File: config.mk
export PLATFORM = sky130hd
export DESIGN_NAME = mem_slot_rr_arbiter
export DESIGN_NICKNAME = d
export VERILOG_FILES = /design/src/rtl/mem_slot_rr_arbiter.sv
export SDC_FILE = /design/constraint.sdc
export NUM_CORES = 1
export LEC_CHECK = 0
export CORE_AREA = 2 2 45 47
export CTS_BUF_LIST = sky130_fd_sc_hd__clkbuf_16
export DETAILED_ROUTE_END_ITERATION = 7
export DIE_AREA = 0 0 47 49
export PLACE_DENSITY = 0.73
export SETUP_SLACK_MARGIN = 0.05
export SYNTH_ARGS = -nofsm -noshare
export SYNTH_HDL_FRONTEND = slang
export SYNTH_SLANG_ARGS = --single-unit
File: constraint.sdc
create_clock -name clk -period 2.8 [get_ports clk]
set_clock_uncertainty 0.05 [all_clocks]
set_input_delay 0.42 -clock clk [delete_from_list [all_inputs] [get_ports clk]]
set_output_delay 0.42 -clock clk [all_outputs]
set_load 0.005 [all_outputs]
File: src/rtl/mem_slot_rr_arbiter.sv
// mem_slot_rr_arbiter: time-sliced round-robin arbiter for a shared memory command port.
// Each grant is held until the owner pulses done, drops its request, or uses up a
// SLOT_MAX-cycle quantum. After a release, the search starts at the requester that
// follows the previous owner.
// Optional build macro: ARB_TURNAROUND_EN inserts one dead cycle (TURN) after every release.
module mem_slot_rr_arbiter #(
    parameter int unsigned  N_REQ    = 4,
    parameter int unsigned  SLOT_MAX = 16,
    localparam int unsigned ID_W     = $clog2(N_REQ)
) (
    input  logic             clk,
    input  logic             reset_n,
    input  logic [N_REQ-1:0] req,
    input  logic [N_REQ-1:0] done,
    output logic [N_REQ-1:0] grant,
    output logic [ID_W-1:0]  grant_id,
    output logic             busy,
    output logic             preempt
);

    localparam int unsigned CNT_W = $clog2(SLOT_MAX);
    localparam int unsigned SUM_W = ID_W + 1;

    localparam logic [1:0] ST_IDLE  = 2'd0;
    localparam logic [1:0] ST_GRANT = 2'd1;
`ifdef ARB_TURNAROUND_EN
    localparam logic [1:0] ST_TURN  = 2'd2;
`endif

    logic [1:0]       state_q,    state_d;
    logic [N_REQ-1:0] grant_q,    grant_d;
    logic [ID_W-1:0]  grant_id_q, grant_id_d;
    logic             busy_q,     busy_d;
    logic             preempt_q,  preempt_d;
    logic [ID_W-1:0]  rr_ptr_q,   rr_ptr_d;
    logic [CNT_W-1:0] slot_cnt_q, slot_cnt_d;

    logic             own_done_c;
    logic             own_req_c;
    logic             at_limit_c;
    logic             release_c;
    logic             expire_c;
    logic [ID_W-1:0]  next_ptr_c;
    logic [ID_W-1:0]  search_ptr_c;
    logic [SUM_W-1:0] cand_c;
    logic             pick_valid_c;
    logic [ID_W-1:0]  pick_id_c;

    // Owner status, release causes and the post-release rotation pointer
    always_comb begin
        own_done_c   = done[grant_id_q];
        own_req_c    = req[grant_id_q];
        at_limit_c   = (slot_cnt_q == CNT_W'(SLOT_MAX - 1));
        release_c    = own_done_c | ~own_req_c | at_limit_c;
        expire_c     = at_limit_c & own_req_c & ~own_done_c;
        next_ptr_c   = (grant_id_q == ID_W'(N_REQ - 1)) ? '0 : grant_id_q + ID_W'(1);
        search_ptr_c = (state_q == ST_GRANT) ? next_ptr_c : rr_ptr_q;
    end

    // Circular first-set search starting at search_ptr_c; the releasing owner is naturally last
    always_comb begin
        pick_valid_c = 1'b0;
        pick_id_c    = '0;
        cand_c       = '0;
        for (int unsigned i = 0; i < N_REQ; i++) begin
            cand_c = SUM_W'(search_ptr_c) + SUM_W'(i);
            if (cand_c >= SUM_W'(N_REQ)) begin
                cand_c = cand_c - SUM_W'(N_REQ);
            end
            if (!pick_valid_c && req[cand_c[ID_W-1:0]]) begin
                pick_valid_c = 1'b1;
                pick_id_c    = cand_c[ID_W-1:0];
            end
        end
    end

    // Next-state and registered-output logic
    always_comb begin
        state_d    = state_q;
        grant_d    = grant_q;
        grant_id_d = grant_id_q;
        busy_d     = busy_q;
        preempt_d  = 1'b0;
        rr_ptr_d   = rr_ptr_q;
        slot_cnt_d = slot_cnt_q;

        case (state_q)
            ST_GRANT: begin
                if (release_c) begin
                    rr_ptr_d   = next_ptr_c;
                    preempt_d  = expire_c;
                    slot_cnt_d = '0;
`ifdef ARB_TURNAROUND_EN
                    state_d    = ST_TURN;
                    grant_d    = '0;
                    busy_d     = 1'b0;
`else
                    if (pick_valid_c) begin
                        state_d    = ST_GRANT;
                        grant_d    = N_REQ'(1) << pick_id_c;
                        grant_id_d = pick_id_c;
                        busy_d     = 1'b1;
                    end else begin
                        state_d    = ST_IDLE;
                        grant_d    = '0;
                        busy_d     = 1'b0;
                    end
`endif
                end else begin
                    slot_cnt_d = slot_cnt_q + CNT_W'(1);
                end
            end
            // IDLE, TURN and any unexpected encoding arbitrate from rr_ptr_q
            default: begin
                if (pick_valid_c) begin
                    state_d    = ST_GRANT;
                    grant_d    = N_REQ'(1) << pick_id_c;
                    grant_id_d = pick_id_c;
                    busy_d     = 1'b1;
                    slot_cnt_d = '0;
                end else begin
                    state_d    = ST_IDLE;
                    grant_d    = '0;
                    busy_d     = 1'b0;
                end
            end
        endcase
    end

    // State registers with synchronous active-low reset
    always_ff @(posedge clk) begin
        if (!reset_n) begin
            state_q    <= ST_IDLE;
            grant_q    <= '0;
            grant_id_q <= '0;
            busy_q     <= 1'b0;
            preempt_q  <= 1'b0;
            rr_ptr_q   <= '0;
            slot_cnt_q <= '0;
        end else begin
            state_q    <= state_d;
            grant_q    <= grant_d;
            grant_id_q <= grant_id_d;
            busy_q     <= busy_d;
            preempt_q  <= preempt_d;
            rr_ptr_q   <= rr_ptr_d;
            slot_cnt_q <= slot_cnt_d;
        end
    end

    assign grant    = grant_q;
    assign grant_id = grant_id_q;
    assign busy     = busy_q;
    assign preempt  = preempt_q;

endmodule
# Word level (Yosys, flattened, before mapping)
# Index checks and enable logic that the tools add are counted.
# Widths: inputs -> output; s select.
# totals
regBits	16
in_bits	10
out_inout_bits	8
wordCells	86
# classes
addsub	9
n_lt_le_gt_ge	9
eq_ne	4
shifts	1
mux	41
bitwise_logic	6
reduce_logical	9
# op_table
operator	n
$mux 2	15
$mux 4	6
$lt 2x3->1 const B	5
$mux 1	14
$bmux 1 s2	6
$ge 3x3->1 const B	3
$sub 2x1->2 const B	4
$add 2x2->3 const B	2
$add 4x1->4 const B	1
$eq 4x4->1 const B	1
$shl 1x2->4 const A	1
$add 2x1->3 const B	1
$ge 2x3->1 const B	1
$logic_and 1x1->1	3
$logic_not 1->1	3
$reduce_and 3->1	1
$add 2x1->2 const B	1
$and 1x1->1	2
$eq 2x1->1 const B	1
$eq 2x2->1 const B	1
$ne 2x2->1 const B	1
$not 1->1	2
$or 1x1->1	2
$reduce_and 2->1	1
$reduce_bool 2->1	1

# Longest topological paths before layout
# logic_depth
depth_word	21
ltp_mapped	6

# Worst setup path before layout
# OpenSTA, ideal clock, no wires.
# synth_path
kind	register to register
startpoint	register grant_id_q[1], in the netlist grant_id[1]
endpoint	register grant_id_q[0], in the netlist grant_id[0]
setup_time_ns	0.092
arrival_ns	1.594
path_slack_ns	1.063
path_stages_with_launch	6
path_buffers	0
cell_sequence	dfxtp_1 ha_1 mux2_2 and3_1 a22o_1 o32ai_1
# synth_between
elab_chain_len	20
# synth_lines
item	line_no	text
from (decl)	32	logic [ID_W-1:0] grant_id_q, grant_id_d;
from (signal assigned)	143	grant_id_q <= grant_id_d;
$add 2x1->2 or $eq 2x2->1 (tied branches)	56	next_ptr_c = (grant_id_q == ID_W'(N_REQ - 1)) ? '0 : grant_id_q + ID_W'(1);
$mux 2 (*)	56	
via next_ptr_c[1]	43	logic [ID_W-1:0] next_ptr_c;
$mux 2 (*)	57	search_ptr_c = (state_q == ST_GRANT) ? next_ptr_c : rr_ptr_q;
branches (longest 14 deep; another with $add 2x1->3)	-	
$mux 2 (*)	98, 115	
$mux 2	89	if (release_c) begin
$mux 2 (*)	87	case (state_q)
# Mark *: on every way through the listed nets, which the timed path passes. The select of a mux whose other input is x is not followed.
# A chain may end at the register's enable or synchronous reset.

# Final worst setup path
# layout_path
startpoint	input req[3]
endpoint	register grant_id_q[0], in the netlist grant_id[0]
# layout_between
elab_chain_len	15
# layout_lines
item	line_no	text
from (decl)	13	input logic [N_REQ-1:0] req,
$bmux 1 s2	70	if (!pick_valid_c && req[cand_c[ID_W-1:0]]) begin
$mux 1 (implied by the code)	70	
$mux 1	70	
$logic_not 1->1	70	
$logic_and 1x1->1	70	
$mux 1	70	
$logic_not 1->1	70	
$logic_and 1x1->1	70	
$mux 1	70	
$logic_not 1->1	70	
$logic_and 1x1->1	70	
$mux 2 or $mux 1 (tied branches)	70	
$mux 2	98, 115	
$mux 2	89	
$mux 2	87	
# Several ways; a longest one is shown, not always the timed one. The select of a mux whose other input is x is not followed.

==> results.md <==
- The run finished with clean final reports.
- Sequential elements use 31.4% of the synthesized area.
- The total routed wirelength is ~2100 microns.
- STA classifies the critical path startpoint as a primary input.
- The power per cell area is around 570 nW/um^2.
- The detailed-routing iteration count for the pre-antenna-repair pass is 4.
- The data required time at the worst endpoint is about 2.9 ns.
- The placed instances occupy a cell area of ~1100 sq um.
- Adding up every negative setup slack in the final design gives 0 ns.
- Dividing the detail-routed wire length by the instance count gives around 14 microns.
- In the final layout, the share of cells above drive strength 1 is 6.50%.
- TritonCTS created 3 clock buffers.
- The share of flip-flops with an asynchronous set or reset after synthesis is 0%.
- The global placer's final weighted congestion is slightly above 0.8.
- The max-slew violation count is 0.
- The placement row count is 16.
- The die outline width is 47 microns.
- After detailed routing, the number of vias per cell comes to between 5 and 6.
- The die boundary height is just under 50 microns.
- The switching power of the nets is between 0.15 and 0.2 mW.
- The maximum number of buffers from clock root to sink is 2.
- Entering global routing, the biggest net connects 21 pins.
- Counting every net in the synthesized netlist gives 120.
- The net count of the finished layout is 136.
- The overall global routing resource usage is 21.0%.
- The post-placement setup slack is approximately 0.35 ns.
- After detailed routing, the number of remaining DRC violations is 0.
- The tree built by TritonCTS fans out to 14 sinks.
- Synthesis instantiated 35 different standard cells from the library.
- The remaining antenna violation count is 0.
- Gates resized during post-CTS repair numbered 0.
- Setup slack on the critical path of the routed design comes to about 0.55 ns.
- Internal power comes to about 0.48 mW.
- The die covers 2300 sq um.
- The layout overhead on the synthesized area is 29.3%.
- The peak clock frequency supported by timing is 445 MHz.
- Net switching is between 20% and 30% of the power.
- The flop-to-flop setup slack is just over 0.8 ns.
- For the finished layout, the period the worst path requires is between 2 and 2.5 ns.
- Once detailed placement completed, the half-perimeter wirelength came to 1510 microns.
- The share of total power dissipated in the clock network is about two fifths.
- The I/O pin count is 18.
- By startpoint and endpoint, the worst setup path is classified as primary input to flop.
- Headroom to the max-slew limit came out at between 60% and 70%.
- Once the floorplan was initialized, standard cells occupied about half of the core.
- For the pin with the worst max-slew slack, the measured transition is roughly 0.46 ns.
- The critical path endpoint category is a flop.
- The first routing iteration left 13 violations.
- Setup repair after global routing left no endpoint under its margin.
- The total overflow left after global routing is 0.
- The maximum vdd drop is between 500 and 600 uV.
- The average instance in the mapped netlist occupies around 8.3 sq um.
- The maximum fanout along the worst path is 12.
- After clock tree synthesis, the clock-pin slew on the worst setup and hold paths is about 0.050 ns.
- The initial antenna violation count is 0.
- The number of antenna diodes in the final layout is 0.
- The number of setup violations in the final report is 0.
- In the synthesized netlist the dominant register cell turns out to be sky130_fd_sc_hd__dfxtp_1.
- The level count of the clock H-tree is 1.
- The final critical path takes up around four fifths of the cycle.
- The number of hold-slack violations in the final timing report is 0.
- During placement, the flow inserted port buffers numbering 17.
- The area of the core is 1840 sq um.
- Summed over all cells, the static leakage comes to approximately 0.42 nW.
- Counting flops with a built-in enable in the synthesized netlist gives 0.
- The post-synthesis cell count is about 110.
- The finished layout cell area is between 1000 and 1500 sq um.
- The total number of vias is slightly below 900.
- Sequential cells burn about a third of the power.
- The cell at the root of the clock tree is sky130_fd_sc_hd__clkbuf_16.
- TritonCTS built the clock tree.
- The number of max-cap violations is 0.
- In this run the worst hold path is classified as flop to flop.
- The Yosys warning count is 0.
- For the worst setup path, the data arrival time is about 2.3 ns.
- After clock tree synthesis, the flow added hold-fix buffers numbering 0.
- The number of buffers inserted by post-CTS setup repair is 0.
- The number of global-route vias before repair was around 840.
- After synthesis the cells add up to roughly 890 sq um.
- Combinational logic is responsible for between 20% and 30% of the overall power.
- The clock latency at the later pin of the worst-skew pair is 0.24 ns.
- The first global-routing pass estimated ~3600 microns of wire.
- The synthesized design contains 14 register bits.
## routing by layer
layer  routed length, microns  part of all wire, %  GRT usage [%]
met5                        0                    0              0
met4                       17                 0.82           5.09
met3                      104                  5.0           5.56
met2                     1010                   48           33.8
met1                      950                   46           27.4
## layout by cell type, fill, tap and decap left out, drive strengths merged
master,instances
a31oi,3
ha,2
nand2b,6
o2111ai,1
clkbuf,3
mux2,1
o22ai,2
a211o,1
dfxtp,14
nand2,16
a21boi,2
nand3,3
mux2i,3
a41oi,1
o21ai,2
nor2b,9
o32ai,4
and2,1
and3,3
or3,1
nor3,2
inv,3
a32oi,1
clkinv,1
o21a,2
a22o,1
clkdlybuf4s50,17
nor2,2
a21oi,4
a211oi,4
o221ai,3
nor4,1
nand4,1
mux4,2
buf,1
## critical path, cell delays in order
cell,delay (ns)
sky130_fd_sc_hd__clkdlybuf4s50_1,0.69
sky130_fd_sc_hd__nand2b_1,0.09
sky130_fd_sc_hd__mux4_2,0.50
sky130_fd_sc_hd__o21ai_1,0.41
sky130_fd_sc_hd__o32ai_1,0.18
## layout make-up
type                    instances  area, sq um
fillers                       167          688
clock buffers                   3         75.1
clock inverters                 1         3.75
well taps                      27         33.8
repair buffers                 18          178
flip-flops and latches         14          280
inverters                       3         11.3
multi-input cells              84          572
## final timing paths
kind,cells past startpoint,startpoint,end
hold / removal,1,slot_cnt_q[3],slot_cnt_q[3]
setup reg to reg,5,grant_id[0],grant_id[0]
hold reg to reg,1,slot_cnt_q[3],slot_cnt_q[3]
setup / recovery,5,req[3],grant_id[0]
## logic make-up after synthesis
group,Yosys count,share of synthesized area [%]
AO/OA/AOI/OAI,31,25.8
multiplexers,6,9.68
adder cells (fa/ha/maj),2,2.80
buffers and inverters,10,4.49
AND/OR/NAND/NOR,45,25.8
flip-flops,14,31.4
## power groups by stage
stage,clock [mW],sequential (mW),combinational [mW]
4_1_cts,0.278,0.231,0.156
6_report,0.273,0.231,0.156
2_1_floorplan,0,0.231,0.102
3_3_place_gp,0,0.235,0.151
5_1_grt,0.290,0.234,0.173
3_5_place_dp,0,0.235,0.154
## sequential cells by signal, indices dropped and copies added, names as in the netlist
signal and cells:
slot_cnt_q 4, grant_id 2, busy 1, preempt 1, rr_ptr_q 2, grant 4
## stage by stage
step	power [mW]	utilization, %	hold WS [ns]	std cells
floorplan	0.332	-	0.385	108
global placement	0.386	58.4	0.405	146
detailed placement	0.389	58.4	0.410	146
CTS	0.666	62.6	0.425	150
global route	0.697	62.6	0.443	150
finish	0.660	62.6	0.421	150
## synthesized netlist by cell type, drive strengths merged (2+ instances only)
| cell type | count | area [sq um] |
|---|---|---|
| a211oi | 4 | 30.0 |
| a21boi | 2 | 18.8 |
| a21oi | 4 | 20.0 |
| a31oi | 3 | 18.8 |
| and3 | 3 | 18.8 |
| buf | 2 | 10.0 |
| clkbuf | 5 | 18.8 |
| dfxtp | 14 | 280 |
| ha | 2 | 25.0 |
| inv | 3 | 11.3 |
| mux2i | 3 | 30.0 |
| mux4 | 2 | 45.0 |
| nand2 | 16 | 60.1 |
| nand2b | 6 | 37.5 |
| nand3 | 3 | 15.0 |
| nor2 | 2 | 7.51 |
| nor2b | 9 | 56.3 |
| nor3 | 2 | 10.0 |
| o21a | 2 | 15.0 |
| o21ai | 2 | 10.0 |
| o221ai | 3 | 26.3 |
| o22ai | 2 | 12.5 |
| o32ai | 4 | 35.0 |
Note: power is estimated with default switching activity, not from simulation.
